[src/rtl/adder_seq_ctrl.sv]
// Sequential 32-bit adder built from one 8-bit adder reused over four slices.
// chain=1 ripples carries between slices (full 32-bit add); chain=0 gives four
// independent 8-bit lane adds. Request/result use valid/ready handshakes.
module adder_seq_ctrl (
  input  logic        clk,
  input  logic        rst,
  input  logic        in_valid,
  output logic        in_ready,
  input  logic [31:0] a,
  input  logic [31:0] b,
  input  logic        cin,
  input  logic        chain,
  output logic        out_valid,
  input  logic        out_ready,
  output logic [31:0] sum,
  output logic        cout,
  output logic [3:0]  lane_cout,
  output logic        busy
);

  localparam int DATA_W = 8;
  localparam int STAGES = 4;

  typedef enum logic [1:0] {IDLE, CALC, DONE} state_t;

  state_t            r_state;
  state_t            w_state_nxt;

  logic [31:0]       r_a;
  logic [31:0]       r_b;
  logic              r_cin;
  logic              r_chain;
  logic              r_carry;
  logic [1:0]        r_idx;
  logic [31:0]       r_sum;
  logic              r_cout;
  logic [3:0]        r_lane_cout;
  logic              r_out_valid;

  logic [DATA_W-1:0] w_a_slice;
  logic [DATA_W-1:0] w_b_slice;
  logic              w_cin_slice;
  logic [DATA_W:0]   w_add;
  logic              w_accept;
  logic              w_release;
  logic              w_last;

  // Unsigned 8-bit add with carry in; the MSB of the result is the carry out.
  function automatic logic [DATA_W:0] add8(input logic [DATA_W-1:0] x,
                                           input logic [DATA_W-1:0] y,
                                           input logic              ci);
    return {1'b0, x} + {1'b0, y} + {{DATA_W{1'b0}}, ci};
  endfunction

  // Handshake and slice-sequencing decodes.
  assign w_accept  = (r_state == IDLE) && in_valid;
  assign w_release = (r_state == DONE) && out_ready;
  assign w_last    = (r_state == CALC) && (r_idx == 2'(STAGES - 1));

  // The single shared adder: slice operands picked by idx; carry in is gated
  // to zero in lane mode so the four lanes stay independent.
  assign w_a_slice   = r_a[{r_idx, 3'b000} +: DATA_W];
  assign w_b_slice   = r_b[{r_idx, 3'b000} +: DATA_W];
  assign w_cin_slice = r_chain & ((r_idx == 2'd0) ? r_cin : r_carry);
  assign w_add       = add8(w_a_slice, w_b_slice, w_cin_slice);

  // State register.
  always_ff @(posedge clk) begin
    if (rst) begin
      r_state <= IDLE;
    end else begin
      r_state <= w_state_nxt;
    end
  end

  // Next-state logic: IDLE -> CALC on accept, CALC for four slices, DONE until
  // the consumer takes the result.
  always_comb begin
    w_state_nxt = r_state;
    case (r_state)
      IDLE:    if (in_valid)  w_state_nxt = CALC;
      CALC:    if (w_last)    w_state_nxt = DONE;
      DONE:    if (out_ready) w_state_nxt = IDLE;
      default: w_state_nxt = IDLE;
    endcase
  end

  // Operand capture on accept; held unchanged for the whole operation.
  always_ff @(posedge clk) begin
    if (w_accept) begin
      r_a     <= a;
      r_b     <= b;
      r_cin   <= cin;
      r_chain <= chain;
    end
  end

  // Result accumulation: one slice of sum and lane carry written per CALC edge;
  // results clear on accept and otherwise hold the last value.
  always_ff @(posedge clk) begin
    if (rst) begin
      r_idx       <= 2'd0;
      r_carry     <= 1'b0;
      r_sum       <= 32'd0;
      r_cout      <= 1'b0;
      r_lane_cout <= 4'd0;
    end else if (w_accept) begin
      r_idx       <= 2'd0;
      r_carry     <= 1'b0;
      r_sum       <= 32'd0;
      r_cout      <= 1'b0;
      r_lane_cout <= 4'd0;
    end else if (r_state == CALC) begin
      r_sum[{r_idx, 3'b000} +: DATA_W] <= w_add[DATA_W-1:0];
      r_lane_cout[r_idx]               <= w_add[DATA_W];
      r_carry                          <= w_add[DATA_W];
      r_idx                            <= r_idx + 2'd1;
      if (w_last) begin
        r_cout <= r_chain & w_add[DATA_W];
      end
    end
  end

  // Result-valid flag: raised with the final slice, dropped on handshake.
  always_ff @(posedge clk) begin
    if (rst) begin
      r_out_valid <= 1'b0;
    end else if (w_last) begin
      r_out_valid <= 1'b1;
    end else if (w_release) begin
      r_out_valid <= 1'b0;
    end
  end

  assign in_ready  = (r_state == IDLE);
  assign busy      = (r_state != IDLE);
  assign out_valid = r_out_valid;
  assign sum       = r_sum;
  assign cout      = r_cout;
  assign lane_cout = r_lane_cout;

endmodule

[config.mk]
export PLATFORM = sky130hd
export DESIGN_NAME = adder_seq_ctrl
export DESIGN_NICKNAME = d
export VERILOG_FILES = /design/src/rtl/adder_seq_ctrl.sv
export SDC_FILE = /design/constraint.sdc
export NUM_CORES = 1
export LEC_CHECK = 0
export ABC_AREA = 1
export BUFFER_PORTS_ARGS = -buffer_cell sky130_fd_sc_hd__buf_2
export CORE_MARGIN = 1.5
export CORE_UTILIZATION = 48
export CTS_CLUSTER_DIAMETER = 150
export DETAILED_ROUTE_END_ITERATION = 12
export PLACE_DENSITY = 0.84
export RECOVER_POWER = 25
export REMOVE_ABC_BUFFERS = 1
export SYNTH_ARGS = -nofsm -noshare
export SYNTH_HDL_FRONTEND = slang
export SYNTH_SLANG_ARGS = --single-unit
export TNS_END_PERCENT = 100
[constraint.sdc]
create_clock -name clk -period 3.45 [get_ports clk]
set_input_delay 0.69 -clock clk [delete_from_list [all_inputs] [get_ports clk]]
set_output_delay 0.69 -clock clk [all_outputs]
set_load 0.03 [all_outputs]
==> metrics.md <==
| Metric | Value |
|---|---|
| Initial core utilization | `0.493` |
| PD cells | `475 mW/mm2` |
| Grt ovf | `0` |
| Share of power burned in combinational logic | `0.161` |
| IO Count | `110` |
| Metal2 WL | `4.86 mm` |
| CTS Buffer Depth | `2` |
| Worst slew pin tran | `0.792 ns` |
| Flop-to-flop setup slack | `0.44 ns` |
| Critical path endpoint category | `flop` |
| Worst path top cell family by delay | `adder cells` |
| Worst flop-to-flop path startpoint | `r_idx[1]` |
| First-pass GRT wire length | `15.8 mm` |
| Clk sinks | `109` |
| Clock skew | `0.0124 ns` |
| Residual DRC count | `0` |
| Synth Warn # | `0` |
| Fin nets | `635` |
| DR iter-0 viols | `246` |
| Switching share of power | `0.279` |
| CTS tree | `built` |
| Max VDD drop | `0.282 mV` |
| WP data required | `3.75 ns` |
| Final Wtd Congestion | `0.882` |
| Rows | `35` |
| Placed Area | `0.00525 mm2` |
| Wire length on met1 | `3.98 mm` |
| Synth Cell Area | `0.00456 mm2` |
| Max_cap viols | `0` |
| Vias in the first global route | `3396` |
| DR vias | `3578` |
| Reg clk slew, reported paths | `0.10 ns` |
| Number of diodes | `0` |
| Ratio of cells with drive above 1 in the final layout | `0.268` |
| Synth Register Bits | `109` |
| Core Util, Final | `0.587` |
| Post CTS Setup Buffer Count | `0` |
| Clk pwr share | `0.268` |
| Fmax | `0.333 GHz` |
| RSZ-0062 raised after global routing | `no` |
| Met3 wire len | `693 um` |
| DR pass1 iterations | `5` |
| Largest net degree at the start of global routing | `67` |
| Tmin final | `3.01 ns` |
| Final hold viol count | `0` |
| Hold Path Class | `flop to flop` |
| Critical path peak fanout | `8` |
| Setup Viol. Count Final | `0` |
| DIE WIDTH | `100 um` |
| Root Buffer Master | `clkbuf_8` |
| Worst Path Arrival | `3.31 ns` |
| Internal | `1860 uW` |
| Rel. slew slack | `0.472` |
| Slowest CP cell | `fa_1` |
| Critical Path Sink | `sum[28]` |
| Insertion delay to the later sink of the worst-skew pair | `0.37 ns` |
| Post-DP HPWL | `7.07 mm` |
| Setup crit start | `r_idx[1]` |
| Wire per inst | `14.4 um` |
| Vias/cell | `5.22` |
| Die Height | `100 um` |
| Core Region | `0.00924 mm2` |
| Port Buffers | `109` |
| Most common cell after layout, fill and taps aside | `buf_2` |
| Slew Limit Fails | `0` |
| Register share of total power | `0.571` |
| DRT antenna net count | `0` |
| Period utilisation layout | `0.872` |
| Yosys cell types | `35` |
| Design area | `0.00542 mm2` |
| Worst path depth | `14` |
| R2r worst-path depth | `14` |
| Syn Inst Count | `441` |
| Commonest cells after routing, fill and taps aside | `buf_2, nand2_1, edfxtp_1` |
| Slowest cell delay on critical path | `0.41 ns` |
| Lkg Pwr | `0.00225 uW` |
| Outcome | `completed` |
| Reg2reg end | `sum[28]` |
| Full die area | `0.0101 mm2` |
| # hold bufs at CTS | `0` |
| Kind of critical path | `flop to flop` |
| Post-Route Setup TNS | `0 ns` |
| Crit path launch type | `flop` |
| PnR worst setup slack | `0.443 ns` |
| Hold_sp | `out_valid` |
| Initial antenna violation count | `0` |
| Resize count post-CTS | `0` |
| Hold slack | `0.463 ns` |
| CP Buf/Inv Count | `3` |
| CTS buffer count | `9` |
| DP Worst Slack | `0.576 ns` |
| Top sig layer | `met4` |
| CTS H-tree depth | `3` |
| Sequential element share of the synthesized area | `0.623` |
| P_sw | `718 uW` |
| Gr usage total | `0.204` |
| Layout area overhead | `18.9%` |
| DRT Wirelength | `9.89 mm` |
| Syn_area_per_cell | `10.3 um2` |
| Crit path cell chain | `inv_1, ha_1, inv_1, nand2_1, o211ai_1, fa_1, fa_1, inv_1, nand2_1, nand2_1, and2_1, xor2_1, nand4_1, a21oi_1` |
==> synthesized netlist by cell type <==
library cell / count / area (um2)
dfxtp_1: 43 / 861
xnor2_1: 1 / 8.76
and2_1: 1 / 6.26
fa_1: 2 / 40.0
o22ai_1: 12 / 75.1
a22oi_1: 4 / 30.0
buf_1: 2 / 7.51
edfxtp_1: 66 / 1980
inv_2: 1 / 3.75
nor3_1: 2 / 10.0
ha_1: 12 / 150
nand3_1: 16 / 80.1
nand3b_1: 2 / 15.0
a21oi_1: 41 / 205
nor2_1: 36 / 135
a21oi_2: 4 / 35.0
o21ai_1: 4 / 20.0
buf_6: 1 / 11.3
a32o_1: 2 / 20.0
xor2_1: 2 / 17.5
nor2_2: 3 / 18.8
nor4_4: 1 / 21.3
nand2_1: 89 / 334
or2_1: 1 / 6.26
nand4_1: 8 / 50.1
o21ai_0: 24 / 120
clkbuf_1: 10 / 37.5
nand2_4: 1 / 11.3
nor2_4: 2 / 22.5
buf_2: 6 / 30.0
or2_2: 2 / 12.5
o211ai_1: 1 / 7.51
a32oi_1: 4 / 35.0
nand2_2: 3 / 18.8
inv_1: 32 / 120
==> how the worst min path moves through the flow <==
stage	depth (start not counted)	slack, ns	end
floorplan	2	0.52	r_state[1]
global placement	2	0.45	out_valid
detailed placement	2	0.45	out_valid
CTS	2	0.47	out_valid
global route	1	0.47	r_b[24]
finish	2	0.46	out_valid
==> flip-flops by register name (all words and copies together) (netlist names) <==
name / flops
sum: 32
r_state: 2
r_carry: 1
lane_cout: 4
r_b: 32
r_chain: 1
out_valid: 1
cout: 1
r_cin: 1
r_idx: 2
r_a: 32
==> power by group through the flow <==
stage / sequential [uW] / clock [uW] / combinational [uW]
global route: 1480 / 770 / 461
CTS: 1470 / 709 / 411
finish: 1470 / 691 / 414
detailed placement: 1500 / 0 / 408
floorplan: 1510 / 0 / 249
global placement: 1500 / 0 / 395
==> area by class of cell <==
cell class	instances	area, um2
inverter	33	124
multi-input combinational	280	1510
timing repair buffer	118	613
sequential	109	2840
fill	770	3820
clock inverter	6	47.5
tap	129	161
clock buffer	10	128
==> cells by family (layout without fill, tap and decap cells) <==
family          count (synthesis)  count (layout)  synth area share
simple gates                  167             167             0.163
flops                         109             109             0.623
compound gates                 96              96             0.120
buf+inv                        52             167            0.0461
fa+ha+maj                      14              14            0.0417
xor+xnor                        3               3           0.00576
==> per-layer routing <==
metal	global-route usage	vias to the layer above
met5	0	-
met4	0.103	0
met2	0.344	171
met3	0.0354	37
met1	0.255	1631
li1	-	1739
==> metrics by stage <==
step	total power (uW)	instances
floorplan	1760	422
global placement	1890	669
detailed placement	1910	669
CTS	2590	685
global route	2710	685
finish	2580	685
==> tightest hold or removal path, cell delays in order (launching register included) <==
cell and delay [ns]:
dfxtp_1 0.32, nand2_1 0.06, a21oi_1 0.05
Note: power is estimated with default switching activity, not from simulation.
